<file path="config.mk">
export PLATFORM = sky130hd
export DESIGN_NAME = stream_mux_rr
export DESIGN_NICKNAME = d
export VERILOG_FILES = /design/src/rtl/stream_mux_rr.sv
export SDC_FILE = /design/constraint.sdc
export NUM_CORES = 1
export LEC_CHECK = 0
export ABC_AREA = 1
export CAP_MARGIN = 20
export CORE_MARGIN = 5
export CORE_UTILIZATION = 35
export DETAILED_ROUTE_END_ITERATION = 8
export PLACE_DENSITY = 0.73
export SLEW_MARGIN = 20
export SYNTH_ARGS = -nofsm -noshare
export SYNTH_HDL_FRONTEND = slang
export SYNTH_SLANG_ARGS = --single-unit
export TNS_END_PERCENT = 30
</file>
<file path="constraint.sdc">
create_clock -name clk -period 2.47 [get_ports clk]
set_input_delay 0.494 -clock clk [delete_from_list [all_inputs] [get_ports clk]]
set_output_delay 0.494 -clock clk [all_outputs]
set_load 0.1 [all_outputs]
</file>
<file path="src/rtl/stream_mux_rr.sv">
// stream_mux_rr: registered NCH-to-1 packet-atomic valid/ready mux, fixed or round-robin select; STREAM_MUX_STATS_EN adds pkt_cnt
module stream_mux_rr #(
  parameter int W   = 4,
  parameter int NCH = 4
) (
  input  logic                     clk,
  input  logic                     rst_n,
  input  logic [NCH*W-1:0]         in_data,
  input  logic [NCH-1:0]           in_valid,
  input  logic [NCH-1:0]           in_last,
  output logic [NCH-1:0]           in_ready,
  input  logic                     sel_mode,
  input  logic [$clog2(NCH)-1:0]   sel_fixed,
  output logic [W-1:0]             out_data,
  output logic                     out_last,
  output logic [$clog2(NCH)-1:0]   out_ch,
  output logic                     out_valid,
  input  logic                     out_ready
`ifdef STREAM_MUX_STATS_EN
  ,
  output logic [15:0]              pkt_cnt
`endif
);
  localparam int CW = $clog2(NCH);
  typedef enum logic {IDLE, LOCK} state_t;
  state_t         state_q, state_d;
  logic [CW-1:0]  ch_q, ch_d, rr_q, rr_d, out_ch_q, out_ch_d, gnt, cand;
  logic [W-1:0]   out_data_q, out_data_d;
  logic           out_last_q, out_last_d, out_valid_q, out_valid_d;
  logic           gnt_ok, space, xfer;
  always_comb begin
    gnt    = ch_q;
    gnt_ok = 1'b1;
    cand   = '0;
    if (state_q == IDLE) begin
      gnt    = sel_fixed;
      gnt_ok = ({1'b0, sel_fixed} < (CW+1)'(NCH)) && in_valid[sel_fixed];
      if (sel_mode) begin
        gnt_ok = 1'b0;
        for (int i = NCH-1; i >= 0; i--) begin
          cand = CW'((int'(rr_q) + i) % NCH);
          if (in_valid[cand]) begin
            gnt    = cand;
            gnt_ok = 1'b1;
          end
        end
      end
    end
  end
  assign space    = !out_valid_q || out_ready;
  assign xfer     = rst_n && gnt_ok && space && in_valid[gnt];
  assign in_ready = (rst_n && gnt_ok && space) ? NCH'(1) << gnt : '0;
  always_comb begin
    state_d     = state_q;
    ch_d        = ch_q;
    rr_d        = rr_q;
    out_data_d  = out_data_q;
    out_last_d  = out_last_q;
    out_ch_d    = out_ch_q;
    out_valid_d = xfer || (out_valid_q && !out_ready);
    if (xfer) begin
      out_data_d = in_data[gnt*W +: W];
      out_last_d = in_last[gnt];
      out_ch_d   = gnt;
      ch_d       = gnt;
      state_d    = in_last[gnt] ? IDLE : LOCK;
      rr_d       = in_last[gnt] ? ((gnt == CW'(NCH-1)) ? '0 : gnt + 1'b1) : rr_q;
    end
  end
  always_ff @(posedge clk or negedge rst_n) begin
    if (!rst_n) begin
      state_q     <= IDLE;
      ch_q        <= '0;
      rr_q        <= '0;
      out_data_q  <= '0;
      out_last_q  <= 1'b0;
      out_ch_q    <= '0;
      out_valid_q <= 1'b0;
    end else begin
      state_q     <= state_d;
      ch_q        <= ch_d;
      rr_q        <= rr_d;
      out_data_q  <= out_data_d;
      out_last_q  <= out_last_d;
      out_ch_q    <= out_ch_d;
      out_valid_q <= out_valid_d;
    end
  end
  assign out_data  = out_data_q;
  assign out_last  = out_last_q;
  assign out_ch    = out_ch_q;
  assign out_valid = out_valid_q;
`ifdef STREAM_MUX_STATS_EN
  logic [15:0] pkt_cnt_q, pkt_cnt_d;
  assign pkt_cnt_d = (out_valid_q && out_ready && out_last_q && pkt_cnt_q != 16'hFFFF) ? pkt_cnt_q + 16'd1 : pkt_cnt_q;
  always_ff @(posedge clk or negedge rst_n) begin
    if (!rst_n) pkt_cnt_q <= '0;
    else        pkt_cnt_q <= pkt_cnt_d;
  end
  assign pkt_cnt = pkt_cnt_q;
`endif
endmodule

</file>
==> run summary <==
share of cells above drive strength 1: 37.3%
cell family with most CP delay: simple AND/OR/NAND/NOR gates
Setup violations, final: 4
Slew Limit Fails: 0
CTS Buffer Depth: 2
largest area contributor in the netlist: nand2_1
hold crit path type: reg2reg
syn_nets: 214
PnR Total Power: 2720 uW
CP Capture Type: output port
buffers and inverters on the worst path: 3
violated checks: negative setup slack
Die Y: 66.7 um
Worst Path Arrival: 2.19 ns
Core Rows: 20
maximum number of pins on one net before global-route repair: 12
status: complete, but fails checks
top cells by area, synth: nand2_1, dfrtp_1, inv_1
first-pass iteration count of the detailed router: 4
Inst Count DP: 293
Max Cap Viol: 0
Yosys cell types: 26
Residual DRC: 0
share of flip-flops with an asynchronous set or reset: 100%
DR vias/cell: 4.69
Slew @ Worst Pin: 0.344 ns
wire per inst: 11.2 um
H-tree depth: 1
Post-synth top flop: dfrtp_1
CP Cell Sequence: inv_4 -> nand2_2 -> nand3_2 -> nand2_4 -> nor2_4 -> nand2_1 -> nand2_1 -> nand2_1 -> nand2_1 -> nand2_2 -> nand2_2 -> nand2_4 -> buf_6 -> nor3_4 -> buf_12
period utilization: 109%
Syn. warnings: 0
via count: 1,401
Starting Density: 36.6%
Worst-path clk slew: 0.07 ns
Post-synth EDFFs: 0
Syn Inst Count: 182
PortBufs: 41
Fill cells: 293
most numerous cell in the Yosys netlist: nand2_1
post-synth top area share: 25.0%
Power Dens Cells: 1390 mW/mm2
grt ovf: 0
CTS sink count: 11
CTS tree: yes
Leak Pwr: 0.00104 uW
crit-path max FO: 8
Achievable Freq: 372 MHz
Worst EP required: 1.98 ns
Mean Syn Cell Area: 6.19 um2
maximum vdd ir drop: 1.17 mV
synth cell count leaders: nand2_1, inv_1, nand3_1, dfrtp_1, nand2_2
GRT Total Usage: 15.8%
sequential fraction of the synthesis area: 24.4%
Syn-to-layout area delta: 73.6%
final net count: 288
RSZ-0062 raised after global routing: true
#FFs+latches synth: 11
CP max stage cell: dfrtp_2
die area: 0.00445 mm2
area of the core: 0.00308 mm2
RD Place Congestion: 0.853
Root Buffer Master: clkbuf_4
vias in the first global route: 1,287
CTS Buf Count: 3
crit-path max cell delay: 0.48 ns
Worst Slack Setup Final: -0.217 ns
clock latency at the later pin of the worst-skew pair: 0.27 ns
WHS: 0.487 ns
Worst Setup Start Kind: flop
Final Hold Vio Count: 0
Max-slew headroom: 77.1%
final core utilization: 63.5%
WS Path Type: reg2out
initial antenna violation count: 0
post-DP HPWL: 2730 um
clock skew: 0.00585 ns
Post-Layout Cell Count: 299
worst slack, placed: -0.426 ns
first-pass GRT wire length: 5440 um
1st-iter DRT viols: 54
synthesized area: 0.00113 mm2
Routed Antenna Nets: 0
Antenna diodes: 0
Die Wd: 66.7 um
Hold-fix buffers, CTS: 0
min Tclk post-route: 2.69 ns
IO Count: 42
final WL: 3360 um
CP most frequent cell: nand2_1
## worst reg2reg max path, cell delays in order, from the launching register on
cell	delay [ns]
dfrtp_2	0.48
nand2_1	0.14
nand3_2	0.13
nand2_4	0.10
inv_2	0.04
nand2_1	0.05
nand2_1	0.06
a21oi_2	0.14
nand2_2	0.10
nand2_4	0.08
nand2_4	0.07
buf_4	0.15
nand2_1	0.05
nand3_1	0.07
nand2_2	0.11
nand2_4	0.11
buf_4	0.16
nand2_1	0.05
nand2_1	0.05
## worst paths after layout
check                           slack [ns]  cells past startpoint        start     endpoint
min in group asynchronous             0.56                      2        rst_n      ch_q[0]
worst max-delay path                 -0.22                     15      rr_q[0]  in_ready[1]
worst min-delay path                  0.49                      2  out_data[0]  out_data[0]
worst min register to register        0.49                      2  out_data[0]  out_data[0]
worst max register to register        0.23                     18      rr_q[0]  out_data[3]
max in group asynchronous             1.74                      2        rst_n      rr_q[0]
## metal layers
metal	up-vias	part of all wire, %	GRT usage [%]	routed length, um
li1	717	-	-	-
met1	628	40	16.6	1330
met2	50	52	28.6	1730
met3	6	7.6	5.40	255
met4	0	1.1	6.09	36
met5	-	0	0	0
## repair_timing
item | in CTS | in global routing
cloned | 0 | 0
setup endpoints to repair | 4 | 4
pin swaps | 8 | 7
gates resized for setup | 20 | 9
hold endpoints to repair | 0 | 0
setup buffers | 1 | 1
## registers in the layout, summed over array words and instances, names as in the netlist
name       flops
out_valid      1
out_data       4
out_last       1
state_q        1
ch_q           2
rr_q           2
## where the power goes
part | switching, uW | internal [uW]
logic | 1440 | 803
clock network | 62.9 | 62.6
registers | 90.7 | 267
total | 1590 | 1130
## cells in the final DEF, fill, tap and decap left out, types with 6 or more instances in the layout
cell,synthesis,final
nand2_1,75,65
buf_4,0,37
clkdlybuf4s50_1,0,23
inv_1,23,20
nand2_2,8,16
nand3_1,16,14
dfrtp_1,11,8
inv_2,4,7
dlygate4sd2_1,0,6
buf_12,0,6
## logic make-up after synthesis
family          Yosys count  share of synthesized area (%)
flops                    11                           24.4
fa+ha+maj                 2                           2.22
buf+inv                  32                           13.0
compound gates           21                           13.8
simple gates            116                           46.6
## area by class of cell
cell class                      count  area, um2  area share (%)
Clock buffer                        4       26.3            1.34
Inverter                           28        108            5.51
Multi-Input combinational cell    139        795            40.7
Sequential cell                    11        279            14.3
Tap cell                           44       55.1            2.82
Timing Repair Buffer               73        692            35.4
## metrics by stage
stage                     area (um2)  TNS [ns]
final                           1950    -0.760
after global routing            1950     -1.39
after CTS                       1910    -0.742
after detailed placement        1850     -4.06
after global placement          1850     -3.95
after floorplan                 1170    -0.598
(Power assumes the default switching activity.)
==> variant: new RTL, same flow settings <==
The parameter `W` goes from 4 to 6.
--- a/src/rtl/stream_mux_rr.sv
+++ b/src/rtl/stream_mux_rr.sv
@@ -1,6 +1,6 @@
 // stream_mux_rr: registered NCH-to-1 packet-atomic valid/ready mux, fixed or round-robin select; STREAM_MUX_STATS_EN adds pkt_cnt
 module stream_mux_rr #(
-  parameter int W   = 4,
+  parameter int W   = 6,
   parameter int NCH = 4
 ) (
   input  logic                     clk,
Ports: changed (resized in_data and out_data); port bits go from 42 to 52. The function was not compared with the original's and may differ.
==> variant against the unedited design <==
  * The flow still finishes with violations (setup timing)
  * Sequential cell count increased by 2
  * Routed wire length grew 13%
  * Final area rose by 12%
  * First-iteration DRC count shrank 11%
  * Register-to-register slack got worse by 0.11 ns
  * Synthesized cell count up 11%
  * Final cell count grew 9.4%
  * Total power grew 12%
  * Die area up 8.9%
  * Worst setup slack got worse by 0.0028 ns
  * Area after synthesis increased by 10%
  * Hold slack improved by 0.0039 ns
==> variant: results (changes against the unedited design) <==
[outcome]
outcome = finished with violations
violations = setup timing

[synth]
yosysSeqAreaShare = 0.262  ; +0.0171
netlist_top_cells_count = nand2_1 (85), inv_1 (25), nand3_1 (16), dfrtp_1 (13)
synth_area_leaders = dfrtp_1 (26%), nand2_1 (26%), inv_1 (7.5%), nand3_1 (6.4%), nand2_4 (3.6%)
mappedNetlistNets = 242  ; +13%

[place]
gp_congestion = 0.816  ; -4.4%
place_area_sq_mm = 0.00204  ; +11%
port-buffer-count = 51  ; +24%
dp_hpwl_um = 3020  ; +11%

[global_route]
grt_start_max_net_pins = 16  ; +4
grt_usage = 0.160  ; +0.00213

[min_path]
min_to = out_data[5]

[critical_path]
rr_endpoint = out_data[0]
crit_path_end = in_ready[2]
reg2reg_depth = 19  ; +1
r2r_slack_ns = 0.12  ; -0.11 ns

[layout]
fin_nets = 322  ; +12%
largest_reg_flops = 6  ; +2

[detailed_routing]
vias = 1489  ; +6.3%
dr.first_iter.drc_count = 48  ; -11%

[sta]
maxSlewHeadroom = 0.818  ; +0.0473
finalSetupViolations = 4  ; unchanged
fin_worst_hold_slack_ns = 0.491  ; +0.00390 ns
fin_skew_ns = 0.00104  ; -0.00481 ns
finalWorstSetupSlack_ns = -0.220  ; -0.00281 ns

[pwr]
peakVddDrop_mv = 1.03  ; -12%
leakage_nw = 1.12  ; +8.0%

-- variant: cell count changes after synthesis, sizes merged, moves of 2 or more --
cell | before | now
a21boi | 3 | 1
dfrtp | 11 | 13
nor3 | 2 | 4
nand2 | 86 | 96
o211ai | 4 | 6
or2 | 0 | 2
inv | 28 | 30
-- variant: power groups by stage --
stage / logic, mW / clock network, mW / registers (mW)
after floorplan: 1.17 / 0 / 0.886
after CTS: 2.50 / 0.133 / 0.414
final: 2.52 / 0.126 / 0.417
after detailed placement: 2.35 / 0 / 0.409
after global routing: 2.73 / 0.139 / 0.428
after global placement: 2.32 / 0 / 0.413
-- variant: logic make-up after synthesis --
kind of cell,synth area share
compound gates,0.125
flops,0.262
buf+inv,0.123
fa+ha+maj,0.0201
simple gates,0.471
-- variant: through the flow --
step,util,TNS [ns]
2_1_floorplan,-,-0.753
3_3_place_gp,0.603,-5.02
3_5_place_dp,0.603,-5.38
4_1_cts,0.641,-0.747
5_1_grt,0.644,-1.45
6_report,0.644,-0.792
-- variant: timing repair --
action / in CTS / in global routing
gates cloned: 0 / 0
resized for setup: 34 / 1
pin swaps: 23 / 0
buffers inserted: 4 / 0
endpoints found under the setup margin: 11 / 12
-- variant: per-layer routing --
metal / global-route usage / vias up / wire length [um]
met5: 0 / - / 0
met4: 0.00638 / 0 / 0
met3: 0.0594 / 0 / 333
met2: 0.317 / 46 / 1970
met1: 0.167 / 645 / 1470
li1: - / 798 / -
-- variant: layout make-up --
type                            instances  area (sq um)
Clock buffer                            4          26.3
Fill cell                             303          1210
Inverter                               30           118
Multi-Input combinational cell        155           895
Sequential cell                        13           330
Tap cell                               46          57.6
Timing Repair Buffer                   79           756
-- variant: worst min-delay path, stage by stage, from the launching register on --
cell,delay (ns)
dfrtp_1,0.36
nand2_1,0.05
nand2_1,0.05
